$ cat src/rtl/elevator_call_panel.sv
// rtl/elevator_call_panel.sv - hall-call front end: debounce, pending-call lamps, SCAN target select
module elevator_call_panel #(
    parameter int DEB_CYCLES = 4
) (
    input  logic       clk,
    input  logic       reset,
    input  logic [3:0] btn,
    input  logic [1:0] floor,
    input  logic       door,
    output logic       A,
    output logic       B,
    output logic       req,
    output logic [3:0] lamp,
    output logic       dir
);

    typedef enum logic [1:0] {
        IDLE       = 2'd0,
        SERVE      = 2'd1,
        WAIT_CLOSE = 2'd2
    } state_t;

    // The press is accepted on the edge the counter moves from DEB_CYCLES-1 to DEB_CYCLES,
    // so a continuous hold produces exactly one set pulse.
    localparam logic [3:0] DEB_LAST = 4'(DEB_CYCLES - 1);

    state_t     state;
    logic [3:0] sync1;
    logic [3:0] sync2;
    logic [3:0] cnt [4];
    logic [3:0] set_pulse;
    logic [3:0] clr_mask;
    logic       up_hit;
    logic       dn_hit;
    logic [1:0] up_f;
    logic [1:0] dn_f;
    logic [1:0] lo_any;
    logic [1:0] hi_any;
    logic [1:0] sel_tgt;
    logic       sel_dir;

    // Two-flop synchronisers and saturating debounce counters, one per button
    always_ff @(posedge clk or negedge reset) begin
        if (!reset) begin
            sync1 <= 4'b0000;
            sync2 <= 4'b0000;
            for (int i = 0; i < 4; i++) begin
                cnt[i] <= 4'd0;
            end
        end else begin
            sync1 <= btn;
            sync2 <= sync1;
            for (int i = 0; i < 4; i++) begin
                if (!sync2[i]) begin
                    cnt[i] <= 4'd0;
                end else if (cnt[i] != 4'hf) begin
                    cnt[i] <= cnt[i] + 4'd1;
                end
            end
        end
    end

    // One-edge press acceptance per button
    always_comb begin
        set_pulse = 4'b0000;
        for (int i = 0; i < 4; i++) begin
            set_pulse[i] = sync2[i] && (cnt[i] == DEB_LAST);
        end
    end

    // Lamp bit retired on the serving edge; it overrides a simultaneous set
    always_comb begin
        clr_mask = 4'b0000;
        if (state == SERVE && door && floor == {A, B}) begin
            clr_mask = 4'b0001 << {A, B};
        end
    end

    // SCAN candidates: nearest pending floor in each direction plus overall extremes
    always_comb begin
        up_hit = 1'b0;
        up_f   = 2'd0;
        dn_hit = 1'b0;
        dn_f   = 2'd0;
        lo_any = 2'd0;
        hi_any = 2'd0;
        for (int i = 3; i >= 0; i--) begin
            if (lamp[i]) begin
                lo_any = 2'(i);
                if (2'(i) >= floor) begin
                    up_hit = 1'b1;
                    up_f   = 2'(i);
                end
            end
        end
        for (int i = 0; i < 4; i++) begin
            if (lamp[i]) begin
                hi_any = 2'(i);
                if (2'(i) <= floor) begin
                    dn_hit = 1'b1;
                    dn_f   = 2'(i);
                end
            end
        end
    end

    // Keep direction while something lies ahead; otherwise reverse toward the remaining calls
    always_comb begin
        sel_tgt = 2'd0;
        sel_dir = dir;
        if (dir) begin
            if (up_hit) begin
                sel_tgt = up_f;
            end else begin
                sel_tgt = hi_any;
                sel_dir = 1'b0;
            end
        end else begin
            if (dn_hit) begin
                sel_tgt = dn_f;
            end else begin
                sel_tgt = lo_any;
                sel_dir = 1'b1;
            end
        end
    end

    // Request FSM with registered target, valid flag, direction and lamps
    always_ff @(posedge clk or negedge reset) begin
        if (!reset) begin
            state <= IDLE;
            A     <= 1'b0;
            B     <= 1'b0;
            req   <= 1'b0;
            lamp  <= 4'b0000;
            dir   <= 1'b1;
        end else begin
            lamp <= (lamp | set_pulse) & ~clr_mask;
            case (state)
                IDLE: begin
                    if (lamp != 4'b0000) begin
                        {A, B} <= sel_tgt;
                        dir    <= sel_dir;
                        req    <= 1'b1;
                        state  <= SERVE;
                    end
                end
                SERVE: begin
                    if (door && floor == {A, B}) begin
                        req   <= 1'b0;
                        state <= WAIT_CLOSE;
                    end
                end
                WAIT_CLOSE: begin
                    if (!door) begin
                        state <= IDLE;
                    end
                end
                default: begin
                    state <= IDLE;
                    req   <= 1'b0;
                end
            endcase
        end
    end

endmodule

$ cat config.mk
export PLATFORM = sky130hd
export DESIGN_NAME = elevator_call_panel
export DESIGN_NICKNAME = d
export VERILOG_FILES = /design/src/rtl/elevator_call_panel.sv
export SDC_FILE = /design/constraint.sdc
export NUM_CORES = 1
export LEC_CHECK = 0
export BUFFER_PORTS_ARGS = -buffer_cell sky130_fd_sc_hd__buf_2
export CAP_MARGIN = 10
export CORE_MARGIN = 2
export CORE_UTILIZATION = 50
export CTS_CLUSTER_SIZE = 10
export DETAILED_ROUTE_END_ITERATION = 6
export PLACE_DENSITY = 0.7
export SYNTH_ARGS = -nofsm -noshare
export SYNTH_HDL_FRONTEND = slang
export SYNTH_SLANG_ARGS = --single-unit
export TNS_END_PERCENT = 5
$ cat constraint.sdc
create_clock -name clk -period 4.1 [get_ports clk]
set_clock_uncertainty 0.2 [all_clocks]
set_input_delay 0.82 -clock clk [delete_from_list [all_inputs] [get_ports clk]]
set_output_delay 0.82 -clock clk [all_outputs]
set_load 0.03 [all_outputs]
==> results of run 1 <==
cells by family after synthesis:
kind of cell	share of synthesized area, %
DFF	55.7
AOI/OAI and AO/OA	15.6
buffers and inverters	2.95
and+or+nand+nor	16.4
adders and majority gates	3.27
xor gates and xnor gates	3.44
muxes	2.62
per-layer routing:
layer / GRT usage (%) / up-vias
li1: - / 551
met1: 22.0 / 521
met2: 28.3 / 23
met3: 5.90 / 5
met4: 6.82 / 0
met5: 0 / -
final cells by class:
cell class	count	area [sq um]	area share, %
Sequential cell	34	852	50.4
Multi-Input combinational cell	94	632	37.4
Timing Repair Buffer	16	80.1	4.73
Clock buffer	8	48.8	2.88
Tap cell	33	41.3	2.44
Inverter	10	37.5	2.22
placed cells by master (no fill, tap or decap), types with 2 or more instances in the layout:
master | netlist | routed
a31oi_1 | 6 | 6
o32a_1 | 2 | 2
nor2b_1 | 4 | 4
o21ai_0 | 8 | 8
xnor2_1 | 5 | 5
a21oi_1 | 4 | 4
inv_1 | 10 | 10
nor2_1 | 13 | 13
nor3b_1 | 2 | 2
buf_2 | 0 | 16
dfrtp_1 | 33 | 33
nor3_1 | 4 | 4
clkbuf_1 | 0 | 3
ha_1 | 4 | 4
nand3_1 | 8 | 8
nand2_1 | 5 | 5
a211oi_1 | 4 | 4
clkbuf_4 | 0 | 5
mux2i_1 | 4 | 4
power by group:
part           leakage [nW]  switching, W  internal, W
clock                0.0265     0.0000997    0.0000683
sequential            0.421     0.0000991     0.000399
combinational         0.327      0.000183     0.000119
total                 0.774      0.000382     0.000586
stage by stage:
stage          utilization [%]  setup WS (ns)  instances
6_report                  56.8           1.93        195
3_3_place_gp              55.2           2.13        187
2_1_floorplan                -           2.20        139
4_1_cts                   56.8           1.91        195
5_1_grt                   56.8           1.88        195
3_5_place_dp              55.2           2.10        187
registers in the layout, indices dropped and copies added (netlist names):
signal  flops
B           1
dir         1
A           1
cnt        16
req         1
sync2       4
sync1       4
lamp        4
state       2
worst max path at each step:
stage | startpoint | end | slack, ns | cells past startpoint
after global routing | dir | dir | 1.88 | 1
after detailed placement | floor[1] | lamp[2] | 2.10 | 4
after global placement | floor[1] | lamp[2] | 2.13 | 4
final | dir | dir | 1.93 | 1
after floorplan | floor[1] | lamp[3] | 2.20 | 4
after CTS | dir | dir | 1.91 | 1
==> impl_metrics.tcl, run 1 <==
set metrics [dict create \
    outcome "finished clean" \
    hold_path_depth 0 \
    max-slew-margin-rel_pct 51.9 \
    tritoncts "built" \
    ctsHoldBuffers 0 \
    initial_utilization_pct 51.3 \
    holdPathEnd "sync2[0]" \
    peakVddDrop_mv 0.235 \
    diodes 0 \
    crit_buf_inv 1 \
    cts_buffers 5 \
    initialDrtViolationCount 58 \
    synthTopCellsByCount "dfrtp_1 (33), nor2_1 (13), inv_1 (10), nand3_1 (8), o21ai_0 (8)" \
    fp.dieW_microns 59.3 \
    clkSlewWorstSetupHoldPaths_ns 0.09 \
    worstPathRequired_ns 3.08 \
    met2WireLength_microns 1210 \
    slew_viol_final 0 \
    tightestPinTransition_ns 0.721 \
    hold_violations 0 \
    htreeDepth 2 \
    die-height_microns 59.3 \
    post-route-min-period_ns 2.17 \
    critPathSlowestCell "dfstp_2" \
    final_area_sq_um 1690 \
    ys_warn_count 0 \
    reg2reg_slack_ns 2.52 \
    totalWireLength_microns 2550 \
    grt_pass1_vias 1077 \
    grt_pass1_wl_microns 4610 \
    startpoint_type "flip-flop" \
    crit_fanout 7 \
    maxUsedRoutingLayer "met4" \
    port_buffers 16 \
    synthTopCellsByArea "dfrtp_1 (54%), ha_1 (3.3%), nor2_1 (3.2%)" \
    drtPass1Iterations 4 \
    hold-worst-slack_ns 0.150 \
    rows 20 \
    ys_types 39 \
    leakagePower_nw 0.774 \
    synth.avg_cell_area_sq_um 11.0 \
    met1Wirelength_microns 1180 \
    track_usage_pct 17.6 \
    nFillCells 259 \
    setup_violations 0 \
    syn_area_sq_um 1530 \
    routed_via_density 5.64 \
    r2r_cells 4 \
    hp-class "flip-flop to flip-flop" \
    synthFlopType "dfrtp_1" \
    async_reset_ff_share_pct 100 \
    clock-sinks 34 \
    io_pins 17 \
    total_power_w 0.000969 \
    synthMostInstantiatedCell "dfrtp_1" \
    dieArea_sq_um 3520 \
    rr_startpoint "lamp[0]" \
    yosysTopAreaCell "dfrtp_1" \
    postCtsSetupRepairBufs 0 \
    rsz0062_at_grt "false" \
    ys_seq_elements 34 \
    reg2reg_to "B" \
    final_nets 174 \
    synth.top_cell.area_share_pct 54.0 \
    wl_met3_microns 129 \
    critPathMaxStageDelay_ns 0.61 \
    synth_edf_count 0 \
    synth_seq_area_share_pct 55.7 \
    core-area_sq_um 2980 \
    via_count 1100 \
    endpoint_kind "primary output" \
    clk_latency_ns 0.33 \
    hpwlAfterDp_microns 1810 \
    max_freq_mhz 460 \
    grt_max_degree 35 \
    place_congestion 0.852 \
    drive_gt1_share_pct 17.3 \
    worstPathCellList "buf_2" \
    syn_inst 139 \
    ant_nets 0 \
    placed_area_sq_um 1640 \
    cpLargestDelayFamily "flip-flops" \
    hold_start "sync1[0]" \
    antenna_found_initial 0 \
    gr-total-overflow 0 \
    syn2layout_area_growth_pct 10.6 \
    maxCapViolCount 0 \
    synthesis.nets 152 \
    cts.path.max_buffers 2 \
    power_density_nw_per_um2 573 \
    drc 0 \
    finalSetupTns_ns 0 \
    worstSetupPathType "flip-flop to primary output" \
    post_drt_wl_per_cell_microns 13.1 \
    clockRootBuffer "clkbuf_4" \
    crit_arrival_ns 1.15 \
    min_period_over_period_pct 53.0 \
    cts_resized 0 \
]
Note: power is estimated with default switching activity, not from simulation.
==> inputs of run 2 (changes only) <==
--- a/config.mk
+++ b/config.mk
@@ -11,7 +11,7 @@
 export CORE_UTILIZATION = 50
 export CTS_CLUSTER_SIZE = 10
 export DETAILED_ROUTE_END_ITERATION = 6
-export PLACE_DENSITY = 0.7
+export PLACE_DENSITY = 0.72
 export SYNTH_ARGS = -nofsm -noshare
 export SYNTH_HDL_FRONTEND = slang
 export SYNTH_SLANG_ARGS = --single-unit
==> constraint.sdc (replaced) <==
create_clock -name clk -period 1.8 [get_ports clk]
set_clock_uncertainty 0.2 [all_clocks]
set_input_delay 0.36 -clock clk [delete_from_list [all_inputs] [get_ports clk]]
set_output_delay 0.36 -clock clk [all_outputs]
set_load 0.03 [all_outputs]
==> run 2 against run 1 <==
Compared with the run above: register-to-register slack worse by 2.3 ns; sequential power up 120%; core utilization increased by 2.6 points; critical path type unchanged; die area stayed put; final cell count increased by 3.6%; non-clock buffer count up 7; global-route usage grew 0.61 points; critical path depth did not move; clock-buffer cell count stayed put; worst setup slack worse by 1.8 ns; combinational power grew 150%; flip-flop and latch count is the same.
==> impl_metrics.tcl, run 2 (synthesis gave the netlist of run 1 again) <==
set metrics [dict create \
    clock-sinks 34 \
    use_met1_pct 21.9 \
    rr_startpoint "lamp[1]" \
    drc 0 \
    drive_gt1_share_pct 17.8 \
    initial_utilization_pct 51.3 \
    max-slew-margin-rel_pct 72.6 \
    hp-class "primary input to flip-flop" \
    endpoint_kind "primary output" \
    outcome "finished clean" \
    routed_via_density 5.54 \
    final_cells 202 \
    finalSetupTns_ns 0 \
    dp.cells 189 \
    nFillCells 240 \
    crit_fanout 7 \
    tritoncts "built" \
    totalWireLength_microns 2680 \
    drtPass1Iterations 4 \
    htreeDepth 2 \
    r2r_cells 4 \
    seq_area_sq_um 852 \
    tightestPinTransition_ns 0.412 \
    mostFrequentLayoutCells "dfrtp_1 (33), buf_2 (16), nor2_1 (13)" \
    grt_pass1_wl_microns 4720 \
    maxCapViolCount 0 \
    reg2reg_to "dir" \
    grt_use_met2_pct 29.5 \
    clkSlewWorstSetupHoldPaths_ns 0.10 \
    crit_end "dir" \
    max_freq_mhz 586 \
    port_buffers 16 \
    rows 20 \
    largest_register "cnt" \
    worstSetupPathType "flip-flop to primary output" \
    reg2reg_slack_ns 0.21 \
    slew_viol_final 0 \
    top_usage_layer "met2" \
    post_drt_wl_per_cell_microns 13.3 \
    die-height_microns 59.3 \
    multi_input_area_sq_um 632 \
    rsz0062_at_grt "false" \
    power_density_nw_per_um2 1260 \
    peakVddDrop_mv 0.676 \
    syn2layout_area_growth_pct 15.7 \
    hold_violations 0 \
    dieArea_sq_um 3520 \
    cp_num_cells 1 \
    cpLargestDelayFamily "flip-flops" \
    critPathMaxStageDelay_ns 0.60 \
    clk_latency_ns 0.33 \
    final_common_cell "dfrtp_1" \
    cp-startpoint "dir" \
    min_period_over_period_pct 94.7 \
    fp.dieW_microns 59.3 \
    grtUsageMet3_pct 5.90 \
    worstPathCellList "buf_2" \
    clockRootBuffer "clkbuf_4" \
    startpoint_type "flip-flop" \
    post-route-min-period_ns 1.71 \
    final_nets 181 \
    critPathSlowestCell "dfstp_2" \
    gr-total-overflow 0 \
    worstPathRequired_ns 1.24 \
    antenna_found_initial 0 \
    initialDrtViolationCount 68 \
    postCtsSetupRepairBufs 0 \
    grt_max_degree 19 \
    place_congestion 0.764 \
    largest_reg_flops 16 \
    cts.path.max_buffers 2 \
    leakagePower_nw 0.809 \
    setup_violations 0 \
    cts_buffers 5 \
    diodes 0 \
    grt_pass1_vias 1096 \
    core-area_sq_um 2980 \
    io_pins 17 \
    hpwlAfterDp_microns 1950 \
    crit_buf_inv 1 \
    via_count 1120 \
    track_usage_pct 18.2 \
    crit_arrival_ns 1.15 \
    ant_nets 0 \
]
## run 2: final cells by class
class                      count  share of cell area (%)
inverter                      10                    2.12
tap                           33                    2.33
sequential                    34                    48.2
clock buffer                   8                    2.76
timing repair buffer          23                    8.91
multi-input combinational     94                    35.7
## run 2: worst min-delay path by stage
stage	startpoint	endpoint	slack [ns]	depth (start not counted)
finish	door	state[1]	0.13	3
global route	door	state[1]	0.14	3
global placement	reset	cnt[2]	0.11	1
detailed placement	reset	cnt[2]	0.11	1
CTS	door	state[1]	0.12	3
floorplan	reset	A	-0.14	0
## run 2: report_power, final
part / switching [W] / internal [W] / leakage [nW]
logic: 0.000446 / 0.000297 / 0.362
registers: 0.000197 / 0.000909 / 0.421
clock network: 0.000227 / 0.000155 / 0.0265
total: 0.000871 / 0.00136 / 0.809
## run 2: timing repair
item	in CTS	in global routing
hold buffers	5	0
endpoints found under the hold margin	19	0
gates resized for setup	0	0
## run 2: per-layer routing
layer	routed length (microns)	share of wire, %
met5	0	0
met2	1310	49
met3	91	3.4
met1	1220	46
met4	56	2.1
## run 2: per-stage QoR
stage | util [%] | setup slack [ns] | hold slack [ns] | power [W] | instance area [sq um]
6_report | 59.4 | 0.0948 | 0.127 | 0.00223 | 1770
5_1_grt | 59.4 | 0.0482 | 0.143 | 0.00239 | 1770
4_1_cts | 59.4 | 0.0795 | 0.122 | 0.00225 | 1770
3_5_place_dp | 56.1 | 0.236 | 0.115 | 0.00186 | 1670
3_3_place_gp | 56.1 | 0.277 | 0.109 | 0.00183 | 1670
2_1_floorplan | - | 0.197 | -0.136 | 0.00161 | 1530
